[src/rtl/lcd_pkg.sv]
// Shared HD44780 instruction masks, bit positions, row bases and receiver mode states.
// Pure definitions, no logic; used by lcd_rx and lcd_rx_nibble.
package lcd_pkg;

    localparam logic [7:0] CMD_CLEAR   = 8'h01;
    localparam logic [7:0] CMD_HOME    = 8'h02;
    localparam logic [7:0] CMD_ENTRY   = 8'h04;
    localparam logic [7:0] CMD_DISPCTL = 8'h08;
    localparam logic [7:0] CMD_SHIFT   = 8'h10;
    localparam logic [7:0] CMD_FUNC    = 8'h20;
    localparam logic [7:0] CMD_DDRAM   = 8'h80;

    localparam int BIT_DL = 4;
    localparam int BIT_N  = 3;
    localparam int BIT_D  = 2;
    localparam int BIT_ID = 1;
    localparam int BIT_SC = 3;
    localparam int BIT_RL = 2;

    localparam logic [6:0] ROW0 = 7'h00;
    localparam logic [6:0] ROW1 = 7'h40;

    typedef enum logic [1:0] {
        MODE8 = 2'd0,
        HI    = 2'd1,
        LO    = 2'd2
    } mode_e;

    function automatic logic is_func_set(input logic [7:0] b);
        return (b & 8'hE0) == CMD_FUNC;
    endfunction

    function automatic logic shift_moves_cursor(input logic [7:0] b);
        return !b[BIT_SC];
    endfunction

    function automatic logic shift_right(input logic [7:0] b);
        return b[BIT_RL];
    endfunction

endpackage

[src/rtl/lcd_rx_nibble.sv]
// Samples (rs, data) on the falling edge of en and assembles bytes in 8- or 4-bit mode.
// Latency: byte_valid pulses the cycle after the en fall; no backpressure, every fall is taken.
module lcd_rx_nibble
    import lcd_pkg::*;
(
    input  logic       clk,
    input  logic       reset,
    input  logic       en,
    input  logic       rs,
    input  logic [3:0] data,
    output logic       byte_valid,
    output logic [7:0] byte_out,
    output logic       byte_rs
);

    logic       en_q, en_d;
    logic       rs_q, rs_d;
    logic [3:0] data_q, data_d;
    logic [3:0] hi_q, hi_d;
    mode_e      state_q, state_d;
    logic       byte_valid_q, byte_valid_d;
    logic [7:0] byte_out_q, byte_out_d;
    logic       byte_rs_q, byte_rs_d;

    logic       fall;
    logic       done;
    logic [7:0] nb;

    assign fall = en_q & ~en;

    always_comb begin
        en_d         = en;
        rs_d         = rs_q;
        data_d       = data_q;
        hi_d         = hi_q;
        state_d      = state_q;
        byte_valid_d = 1'b0;
        byte_out_d   = byte_out_q;
        byte_rs_d    = byte_rs_q;
        done         = 1'b0;
        nb           = byte_out_q;

        if (en) begin
            rs_d   = rs;
            data_d = data;
        end

        if (fall) begin
            case (state_q)
                MODE8: begin
                    done = 1'b1;
                    nb   = {data_q, 4'h0};
                end
                HI: begin
                    hi_d    = data_q;
                    state_d = LO;
                end
                default: begin
                    done    = 1'b1;
                    nb      = {hi_q, data_q};
                    state_d = HI;
                end
            endcase

            if (done) begin
                byte_valid_d = 1'b1;
                byte_out_d   = nb;
                byte_rs_d    = rs_q;
                // Mode switch is resolved here so a nibble arriving while the
                // function-set byte decodes is already framed in the new mode.
                if (!rs_q && is_func_set(nb)) begin
                    state_d = nb[BIT_DL] ? MODE8 : HI;
                end
            end
        end
    end

    always_ff @(posedge clk or negedge reset) begin
        if (!reset) begin
            en_q         <= 1'b0;
            rs_q         <= 1'b0;
            data_q       <= 4'h0;
            hi_q         <= 4'h0;
            state_q      <= MODE8;
            byte_valid_q <= 1'b0;
            byte_out_q   <= 8'h00;
            byte_rs_q    <= 1'b0;
        end else begin
            en_q         <= en_d;
            rs_q         <= rs_d;
            data_q       <= data_d;
            hi_q         <= hi_d;
            state_q      <= state_d;
            byte_valid_q <= byte_valid_d;
            byte_out_q   <= byte_out_d;
            byte_rs_q    <= byte_rs_d;
        end
    end

    assign byte_valid = byte_valid_q;
    assign byte_out   = byte_out_q;
    assign byte_rs    = byte_rs_q;

endmodule

[src/rtl/lcd_rx.sv]
// HD44780-style panel model: decodes received bytes, tracks the cursor, holds a 2-row char RAM.
// Latency: decode commits in the byte_valid cycle, rd_data one cycle after rd_addr; no backpressure.
// Optional cursor-shift instruction support is enabled by defining LCD_RX_SHIFT_EN.
module lcd_rx
    import lcd_pkg::*;
#(
    parameter int         COLS       = 16,
    parameter logic [7:0] RESET_CHAR = 8'h20,
    localparam int        CHAR_AW    = $clog2(2 * COLS)
) (
    input  logic               clk,
    input  logic               reset,
    input  logic               en,
    input  logic               rs,
    input  logic [3:0]         data,
    input  logic [CHAR_AW-1:0] rd_addr,
    output logic [7:0]         rd_data,
    output logic [6:0]         cursor_addr,
    output logic               four_bit,
    output logic               two_line,
    output logic               display_on,
    output logic               incr,
    output logic               byte_valid,
    output logic [7:0]         byte_out,
    output logic               byte_rs,
    output logic               bad_addr
);

    localparam int CW = CHAR_AW - 1;

    logic       bv;
    logic [7:0] b;
    logic       brs;

    lcd_rx_nibble u_nibble (
        .clk        (clk),
        .reset      (reset),
        .en         (en),
        .rs         (rs),
        .data       (data),
        .byte_valid (bv),
        .byte_out   (b),
        .byte_rs    (brs)
    );

    // Cursor is kept as the linear cell index {row, col}; with COLS a power of
    // two, +/-1 modulo 2*COLS gives exactly the row-to-row wrap behaviour.
    logic [CHAR_AW-1:0] pos_q, pos_d;
    logic               four_bit_q, four_bit_d;
    logic               two_line_q, two_line_d;
    logic               display_on_q, display_on_d;
    logic               incr_q, incr_d;
    logic               bad_addr_q, bad_addr_d;
    logic [7:0]         rd_data_q, rd_data_d;
    logic [7:0]         cells_q [2*COLS];
    logic [7:0]         cells_d [2*COLS];

    function automatic logic [CHAR_AW-1:0] step(input logic [CHAR_AW-1:0] p, input logic up);
        return up ? p + CHAR_AW'(1) : p - CHAR_AW'(1);
    endfunction

    always_comb begin
        pos_d        = pos_q;
        four_bit_d   = four_bit_q;
        two_line_d   = two_line_q;
        display_on_d = display_on_q;
        incr_d       = incr_q;
        bad_addr_d   = bad_addr_q;
        rd_data_d    = cells_q[rd_addr];
        cells_d      = cells_q;

        if (bv) begin
            if (brs) begin
                cells_d[pos_q] = b;
                pos_d          = step(pos_q, incr_q);
            end else if (|(b & CMD_DDRAM)) begin
                pos_d = {b[6], b[CW-1:0]};
                if (({28'd0, b[3:0]} >= 32'(COLS)) || (b[5:4] != 2'b00)) begin
                    bad_addr_d = 1'b1;
                end
            end else if (b[6]) begin
                // CGRAM address set: no CGRAM is modelled
            end else if (|(b & CMD_FUNC)) begin
                four_bit_d = ~b[BIT_DL];
                two_line_d = b[BIT_N];
            end else if (|(b & CMD_SHIFT)) begin
`ifdef LCD_RX_SHIFT_EN
                if (shift_moves_cursor(b)) begin
                    pos_d = step(pos_q, shift_right(b));
                end
`endif
            end else if (|(b & CMD_DISPCTL)) begin
                display_on_d = b[BIT_D];
            end else if (|(b & CMD_ENTRY)) begin
                incr_d = b[BIT_ID];
            end else if (|(b & CMD_HOME)) begin
                pos_d = '0;
            end else if (b == CMD_CLEAR) begin
                for (int i = 0; i < 2 * COLS; i++) begin
                    cells_d[i] = RESET_CHAR;
                end
                pos_d  = '0;
                incr_d = 1'b1;
            end
        end
    end

    always_ff @(posedge clk or negedge reset) begin
        if (!reset) begin
            pos_q        <= '0;
            four_bit_q   <= 1'b0;
            two_line_q   <= 1'b0;
            display_on_q <= 1'b0;
            incr_q       <= 1'b1;
            bad_addr_q   <= 1'b0;
            rd_data_q    <= 8'h00;
            for (int i = 0; i < 2 * COLS; i++) begin
                cells_q[i] <= RESET_CHAR;
            end
        end else begin
            pos_q        <= pos_d;
            four_bit_q   <= four_bit_d;
            two_line_q   <= two_line_d;
            display_on_q <= display_on_d;
            incr_q       <= incr_d;
            bad_addr_q   <= bad_addr_d;
            rd_data_q    <= rd_data_d;
            for (int i = 0; i < 2 * COLS; i++) begin
                cells_q[i] <= cells_d[i];
            end
        end
    end

    assign cursor_addr = (pos_q[CW] ? ROW1 : ROW0) | 7'(pos_q[CW-1:0]);
    assign four_bit    = four_bit_q;
    assign two_line    = two_line_q;
    assign display_on  = display_on_q;
    assign incr        = incr_q;
    assign bad_addr    = bad_addr_q;
    assign rd_data     = rd_data_q;
    assign byte_valid  = bv;
    assign byte_out    = b;
    assign byte_rs     = brs;

endmodule
[config.mk]
export PLATFORM = sky130hd
export DESIGN_NAME = lcd_rx
export DESIGN_NICKNAME = d
export VERILOG_FILES = /design/src/rtl/lcd_pkg.sv /design/src/rtl/lcd_rx_nibble.sv /design/src/rtl/lcd_rx.sv
export SDC_FILE = /design/constraint.sdc
export NUM_CORES = 1
export LEC_CHECK = 0
export BUFFER_PORTS_ARGS = -buffer_cell sky130_fd_sc_hd__buf_4
export CAP_MARGIN = 20
export CORE_MARGIN = 2
export CORE_UTILIZATION = 50
export DETAILED_ROUTE_END_ITERATION = 10
export PLACE_DENSITY = 0.72
export SYNTH_ARGS = -nofsm -noshare
export SYNTH_HDL_FRONTEND = slang
export SYNTH_SLANG_ARGS = --single-unit
[constraint.sdc]
create_clock -name clk -period 3.13 [get_ports clk]
set_input_delay 0.626 -clock clk [delete_from_list [all_inputs] [get_ports clk]]
set_output_delay 0.626 -clock clk [all_outputs]
set_load 0.05 [all_outputs]
==> flow_results.org, run 1 <==
** Outcome
- The flow ran to the end, and the final reports show no timing, DRC or antenna violations.

** Min path
- The min-delay analysis places its worst path in the category in -> async.

** Yosys
- Proportion of synthesized chip area in sequential cells :: between 50% and 60%
- Commonest register cell after synthesis :: sky130_fd_sc_hd__dfrtp_1
- In the synthesized netlist, the cells that appear most often are 263 x sky130_fd_sc_hd__dfrtp_1, 182 x sky130_fd_sc_hd__a22o_1, 109 x sky130_fd_sc_hd__o21ai_0, 96 x sky130_fd_sc_hd__nand2_1, 80 x sky130_fd_sc_hd__mux4_2.
- Number of enable flip-flop cells after synthesis :: 0
- After synthesis the netlist holds a flip-flop and latch count of between 200 and 300.
- Yosys printed 0 warnings.
- Counting flops with an async set or reset pin after synthesis yields a share of between 90% and 100%.
- In the post-synthesis netlist, the cell with the most instances is sky130_fd_sc_hd__dfrtp_1.
- Synthesized instance count :: about 1,100
- The cell area that synthesis handed to floorplanning was 13,600 µm².
- Average cell area after synthesis :: 12.7 µm²
- Largest cells by area after synthesis :: sky130_fd_sc_hd__dfrtp_1 48%, sky130_fd_sc_hd__mux4_2 13%, sky130_fd_sc_hd__a22o_1 12%, sky130_fd_sc_hd__dfstp_2 6.4%, sky130_fd_sc_hd__o21ai_0 4.0%
- Number of distinct standard cells referenced by the synthesized netlist :: 57
- Cell type contributing the most total cell area after synthesis :: sky130_fd_sc_hd__dfrtp_1
- Fraction of post-synthesis cell area in the top cell type by area :: around 48%

** Detailed routing
- Dividing the detail-routed wire length by the instance count gives roughly 27 µm.
- Post-DRT Antenna Nets :: 0
- For this run, the detailed router's first-pass iteration total came to 5.
- Via/cell ratio :: about 6.7
- Total via count after detailed routing :: between 9,000 and 10,000
- Wires add up to about 40,000 µm.
- Residual DRC :: 0
- The first routing iteration left 1,061 violations.

** Flow run
- Max-cap violation count :: 0

** Timing
- Actual transition at the worst max-transition pin :: 0.833 ns
- Setup total negative slack on the finished layout was measured at 0 ns.
- The max-slew violation count was 0.
- The worst path in the final design needs a cycle of roughly 2.5 ns, including I/O delays and setup.
- RSZ-0062 raised after global routing :: false
- In this run the tightest slew margin relative to its limit is 44.0%.
- Final worst hold slack :: roughly 0.042 ns
- Ratio of final minimum period to clock period :: just over 80%
- Timing would allow up to 396 MHz.
- Setup violations remaining at the end of the flow were counted as 0.
- Final Hold Violating Endpoints :: 0
- Clock skew on the completed layout was measured at around 0.012 ns.

** Clock network
- Counting every sink on the clock net gives 296.
- Number of buffers inserted for hold repair after clock tree synthesis :: 0
- The clock passes through at most 3 buffers.
- CTS clock-pin slew for the worst setup and hold paths :: 0.06 ns
- CTS built an H-tree with a depth of 1.
- The cell sitting at the root of the clock tree is a sky130_fd_sc_hd__clkbuf_16.
- Clock network latency to the later pin of the worst-skew pair :: roughly 0.56 ns
- TritonCTS built the clock tree.
- In this run the post-CTS setup repair buffer count came out at 0.
- PostCTS Resize Cnt :: 0
- Counting the buffers created by CTS gives 30.

** Worst setup path
- Required time of the critical path :: roughly 3.6 ns
- The critical path is of the reg -> reg type.
- STA classifies the critical path startpoint as a flop.
- The worst setup path is captured at a flop.
- In this run the worst path has a maximum fanout of 12.
- STA puts the critical path data arrival time at around 3 ns.

** Place
- After legalization and detailed placement, the total HPWL measured around 27,000 µm.
- Buffers placed on the I/O ports in this run total 40.
- Routability-driven placement finished with a final weighted congestion of between 0.9 and 1.
- Once placement finished, the instance area stood at approximately 14,000 µm².

** Die
- Overall die area :: between 20,000 and 30,000 µm²
- The total area inside the core boundary comes to approximately 27,000 µm².
- I/O Pins :: 43
- Die boundary width :: between 150 and 200 µm
- Chip Height :: ~170 µm
- Cell Rows :: 60
- For this configuration, the core starts out at a cell density of approximately half.

** Final layout
- Layout cell share with drive strength beyond 1 :: between 20% and 30%
- # diodes :: 0
- Final core utilization :: 57.8%
- Total Nets Final :: ~1,100
- Once layout is done, the placed cells without fillers occupy 15,500 µm².
- Synth-to-Final Area Change :: 13.9%
- Number of inserted filler cells in the final layout :: between 2,000 and 2,500

** Power and ir drop
- Sw Ratio :: roughly 29%
- IR analysis of the VDD net gives a maximum drop of around 480 µV.
- Combinational cells account for between 10% and 20% of the total power.
- Reported leakage power :: 6.78 nW
- Cell internal pwr :: about 7.5 mW
- Power spread over the standard cell area amounts to roughly 700 nW/µm².
- Part of the power in the clock network :: between 30% and 40%
- Net switching power figure :: 3.15 mW
- Sequential cells burn 44.8% of the power.
- Overall power consumption after layout is estimated at 10.7 mW.

** Global routing
- The first global-routing pass estimated between 60,000 and 70,000 µm of wire.
- Number of antenna violations at the first check in global routing :: 0
- Aggregate global-route resource usage :: 28.7%
- For this run the aggregate overflow at the end of global routing stands at 0.
- Via count of the first global-routing pass :: ~10,000
- Entering global routing, the biggest net connects 86 pins.
[worst paths after layout]
path	startpoint	to	slack [ns]	cells past startpoint
setup / recovery	pos_q[0]	cells_q[231]	0.60	5
min in group clk	en	u_nibble.en_q	0.25	1
hold reg to reg	four_bit	four_bit	0.49	2
hold / removal	reset	cells_q[251]	0.04	1
setup reg to reg	pos_q[0]	cells_q[231]	0.60	5
max in group asynchronous	reset	incr	2.08	2
[area by class of cell]
| class | instances | area (µm²) | area share, % |
|---|---|---|---|
| clock buffers | 42 | 897 | 5.78 |
| well taps | 341 | 427 | 2.75 |
| inverters | 9 | 33.8 | 0.218 |
| multi-input cells | 687 | 5790 | 37.3 |
| clock inverters | 12 | 219 | 1.41 |
| flip-flops and latches | 296 | 7450 | 48.0 |
| repair buffers | 84 | 713 | 4.59 |
[critical path, cell delays in order (launching register included)]
cell,delay (ns)
sky130_fd_sc_hd__dfrtp_1,0.57
sky130_fd_sc_hd__nand2_1,0.51
sky130_fd_sc_hd__nor2_2,0.56
sky130_fd_sc_hd__a21oi_1,0.16
sky130_fd_sc_hd__nand2b_1,0.32
sky130_fd_sc_hd__a22o_1,0.29
[cell usage in the layout (no fill, tap or decap), drive strengths merged, types with 7 or more instances in the layout]
master	Yosys	layout
o21ai	118	118
nand2	96	96
nor3	8	8
buf	34	84
mux2	20	20
a22o	182	182
inv	8	9
mux4	80	80
dfrtp	263	263
dfstp	33	33
nand2b	25	25
and3	10	10
clkbuf	46	42
a21oi	36	36
nor2	44	44
nor2b	7	7
[cell families (layout without fill, tap and decap cells)]
group | Yosys count | after routing | share of synthesized area (%)
multiplexers | 101 | 101 | 14.9
adder cells (fa/ha/maj) | 4 | 4 | 0.422
XOR/XNOR | 2 | 2 | 0.129
other | 1 | 2 | 0.0275
AND/OR/NAND/NOR | 216 | 216 | 7.82
AO/OA/AOI/OAI | 362 | 362 | 19.1
buffers and inverters | 89 | 147 | 2.95
flip-flops | 296 | 296 | 54.6
[sequential cells by signal, summed over array words and instances, names as in the netlist, 2 cells and up]
| name | flops |
|---|---|
| u_nibble.data_q | 4 |
| u_nibble.state_q | 2 |
| pos_q | 5 |
| u_nibble.byte_out | 8 |
| rd_data | 8 |
| u_nibble.hi_q | 4 |
| cells_q | 256 |
[routing by layer]
metal | vias up | share of wire [%] | wire (µm) | global-route usage, %
met5 | - | 0.095 | 38 | 1.04
met4 | 2 | 5.9 | 2380 | 14.6
met3 | 139 | 8.2 | 3270 | 4.49
met2 | 542 | 48 | 19200 | 46.1
met1 | 5025 | 38 | 15200 | 38.2
li1 | 4145 | - | - | -
[metrics by stage]
stage	worst slack, ns	instances
5_1_grt	0.555	1471
4_1_cts	0.693	1471
3_3_place_gp	0.455	1417
6_report	0.602	1471
3_5_place_dp	0.426	1417
2_1_floorplan	0.696	1072
[power groups by stage]
stage / clock, mW / combinational (mW) / sequential [mW]
floorplan: 0 / 1.13 / 4.78
global placement: 0 / 1.80 / 4.84
detailed placement: 0 / 1.86 / 4.84
CTS: 4.05 / 1.86 / 4.77
global route: 4.20 / 2.02 / 4.81
finish: 4.02 / 1.88 / 4.79
No activity file was read; power rests on OpenSTA's default activity.
==> run 2: changes to the inputs <==
- clock period: 3.13 -> 2.63 ns (I/O delays scaled with it)
==> flow_results.org, run 2 (same netlist as run 1, synthesis figures left out) <==
** Clock network
- The total number of H-tree levels was 1 (unchanged).
- TritonCTS clock tree :: done
- Clock network latency to the later pin of the worst-skew pair :: 0.58 ns (+0.02 ns)
- The tree is rooted in a sky130_fd_sc_hd__clkbuf_16.
- Count of clock tree sinks :: 296 (unchanged)
- Number of buffers inserted for hold repair after clock tree synthesis :: 1 (+1)
- The maximum count of clock buffers along a single path was 3 (unchanged).
- PostCTS Resize Cnt :: 0 (unchanged)
- Num CTS Buffers :: 31 (+3.3%)
- The count of buffers added by post-CTS timing repair for setup is 0 (unchanged).
- The clock slew at the register clock pins of the worst setup and hold paths was 0.06 ns (about the same).

** Final layout
- Final core utilization :: 58.6% (+0.87 points)
- The area growth from synthesis to layout is 15.6%.
- The diode insertion count for antenna repair was 0 (unchanged).
- The final net count came to 1,147 (+2.0%).
- The count of filler cells inserted in the layout was 2,103 (-2.2%).
- Top register by number of flip-flops :: cells_q
- Largest register FFs :: 256 (unchanged)
- Commonest non-fill, non-tap cell in the layout :: sky130_fd_sc_hd__dfrtp_1
- The area of all sequential standard cells is 7450 µm² (unchanged).
- Layout cell share with drive strength beyond 1 :: 27.1% (+1.4 points)
- The combined area of the multi-input logic cells came to 5790 µm² (unchanged).
- Most frequent cells in the layout :: 263 x sky130_fd_sc_hd__dfrtp_1, 182 x sky130_fd_sc_hd__a22o_1, 109 x sky130_fd_sc_hd__o21ai_0

** Die
- Die boundary width :: 169 µm (unchanged)
- The placeable core region was 26,900 µm² (unchanged).
- The number of placement rows was 60 (unchanged).
- The vertical extent of the die came to 169 µm (unchanged).
- Initial core utilization :: 50.7% (unchanged)
- The I/O pin total was 43 (unchanged).
- Overall die area :: 28,600 µm² (unchanged)

** Global routing
- The maximum number of pins on one net before global-route repair is 73 (-15%).
- Global-route wire length before repair :: 61,300 µm (-0.70%)
- Number of antenna violations at the first check in global routing :: 0 (unchanged)
- The total global-route track usage was 28.5% (-0.16 points).
- Overflow after GRT :: 0 (unchanged)
- The number of global-route vias before repair came to 9,859 (-1.7%).

** Worst setup path
- The slack of the worst reg-to-reg path is 0.38 ns (-0.22 ns).
- The maximum fanout count along the critical path came to 12 (unchanged).
- Startpoint of the worst register-to-register path :: pos_q[2]
- Classification of the worst setup path :: reg -> reg
- STA classifies the critical path startpoint as a flop.
- The required time of the critical path was 3.09 ns (-0.49 ns).
- Endpoint type of the worst setup path :: flop
- In this run the critical register-to-register path is captured at cells_q[79].
- Reg2Reg Depth :: 6 (+1)
- Worst path arrival time :: 2.71 ns (-0.27 ns)

** Power and ir drop
- Reported leakage power :: 6.91 nW (+1.9%)
- The total power per unit cell area came to 812 nW/µm² (+18%).
- Maximum VDD drop :: 561 µV (+16%)

** Detailed routing
- Residual DRC :: 0 (unchanged)
- Post-detailed-route wirelength per cell :: 26.5 µm (-2.9%)
- The violation count after the first detailed-routing iteration was 1,157 (+9.0%).
- The number of antenna-violating nets in the routed design came to 0 (unchanged).
- Via/cell ratio :: 6.62 (-1.1%)
- The number of optimization iterations in the first detailed-route pass came to 5 (unchanged).
- Drt total wl :: 39,600 µm (-1.2%)
- The via count was 9,910 (+0.58%).

** Timing
- Actual transition at the worst max-transition pin :: 0.819 ns (-0.0141 ns)
- The minimum period implied by the final worst setup slack came to 2.25 ns (-0.277 ns).
- The post-route clock period utilization is 85.6% (+4.8 points).
- Pins Over Slew Limit :: 0 (unchanged)
- Total Neg Setup Slack :: 0 ns (unchanged)
- Setup repair after global routing left no endpoint under its margin.
- The relative slew slack was 44.9% (+0.95 points).
- Final Hold Violating Endpoints :: 0 (unchanged)
- The peak clock frequency supported by timing came to 444 MHz (+12%).
- Count of final setup violators :: 0 (unchanged)
- The post-route clock skew was 0.0121 ns (-0.000208 ns).
- The least setup slack across all paths after layout was 0.380 ns (-0.223 ns).

** Place
- Placement Setup Slack :: 0.224 ns (-0.202 ns)
- The HPWL after detailed placement came to 27,900 µm (+2.5%).
- The count of buffers from port buffering was 40 (unchanged).
- Gp weighted congestion :: 0.969 (+1.5%)

** Min path
- The path with the worst hold slack has its endpoint at u_nibble.en_q.
- The startpoint identified for the worst hold timing path is en.
- Along the worst hold path, the cell count comes to 1.
- The min-delay analysis places its worst path in the category in -> reg.

** Flow run
- The count of max-cap constraint violations was 0 (unchanged).

** Outcome
- Result of the run :: complete, no violations
-- run 2: layout make-up --
class / instances / share of cell area, %
clock inverter: 18 / 1.69
clock buffer: 40 / 5.45
timing repair buffer: 105 / 5.94
sequential: 296 / 47.3
inverter: 9 / 0.214
tap: 341 / 2.71
multi-input combinational: 687 / 36.7
-- run 2: report_power, final --
part	switching, mW	internal [mW]	total (mW)
Clock	1.87	2.90	4.78
Sequential	0.556	5.16	5.72
Combinational	1.38	0.925	2.31
-- run 2: stage by stage --
stage          hold WS (ns)  total power, mW  cell area [µm²]  std cells
4_1_cts               0.129             12.8            15800       1496
3_5_place_dp          0.462             8.05            14600       1437
5_1_grt               0.133             13.3            15800       1496
6_report              0.129             12.8            15800       1496
3_3_place_gp          0.462             7.99            14600       1437
2_1_floorplan         0.230             7.04            13600       1072
-- run 2: layer usage --
layer | wire length, µm | global-route usage [%]
met5 | 0 | 0
met4 | 2750 | 16.7
met1 | 15500 | 38.6
met2 | 18200 | 44.1
met3 | 3180 | 4.61
-- run 2: worst max path at each step --
| stage | startpoint | endpoint | slack [ns] |
|---|---|---|---|
| floorplan | rd_addr[2] | rd_data[7] | 0.30 |
| global placement | rd_addr[1] | rd_data[7] | 0.23 |
| detailed placement | rd_addr[1] | rd_data[7] | 0.22 |
| CTS | u_nibble.byte_out[1] | cells_q[87] | 0.44 |
| global route | pos_q[3] | cells_q[189] | 0.24 |
| finish | pos_q[2] | cells_q[79] | 0.38 |
-- run 2: critical path, cell delays in order, from the launching register on --
cell                       delay (ns)
sky130_fd_sc_hd__dfrtp_1         0.76
sky130_fd_sc_hd__buf_4           0.22
sky130_fd_sc_hd__nand3b_1        0.21
sky130_fd_sc_hd__nor2_1          0.24
sky130_fd_sc_hd__a21oi_1         0.12
sky130_fd_sc_hd__nand2b_1        0.30
sky130_fd_sc_hd__a22o_1          0.28
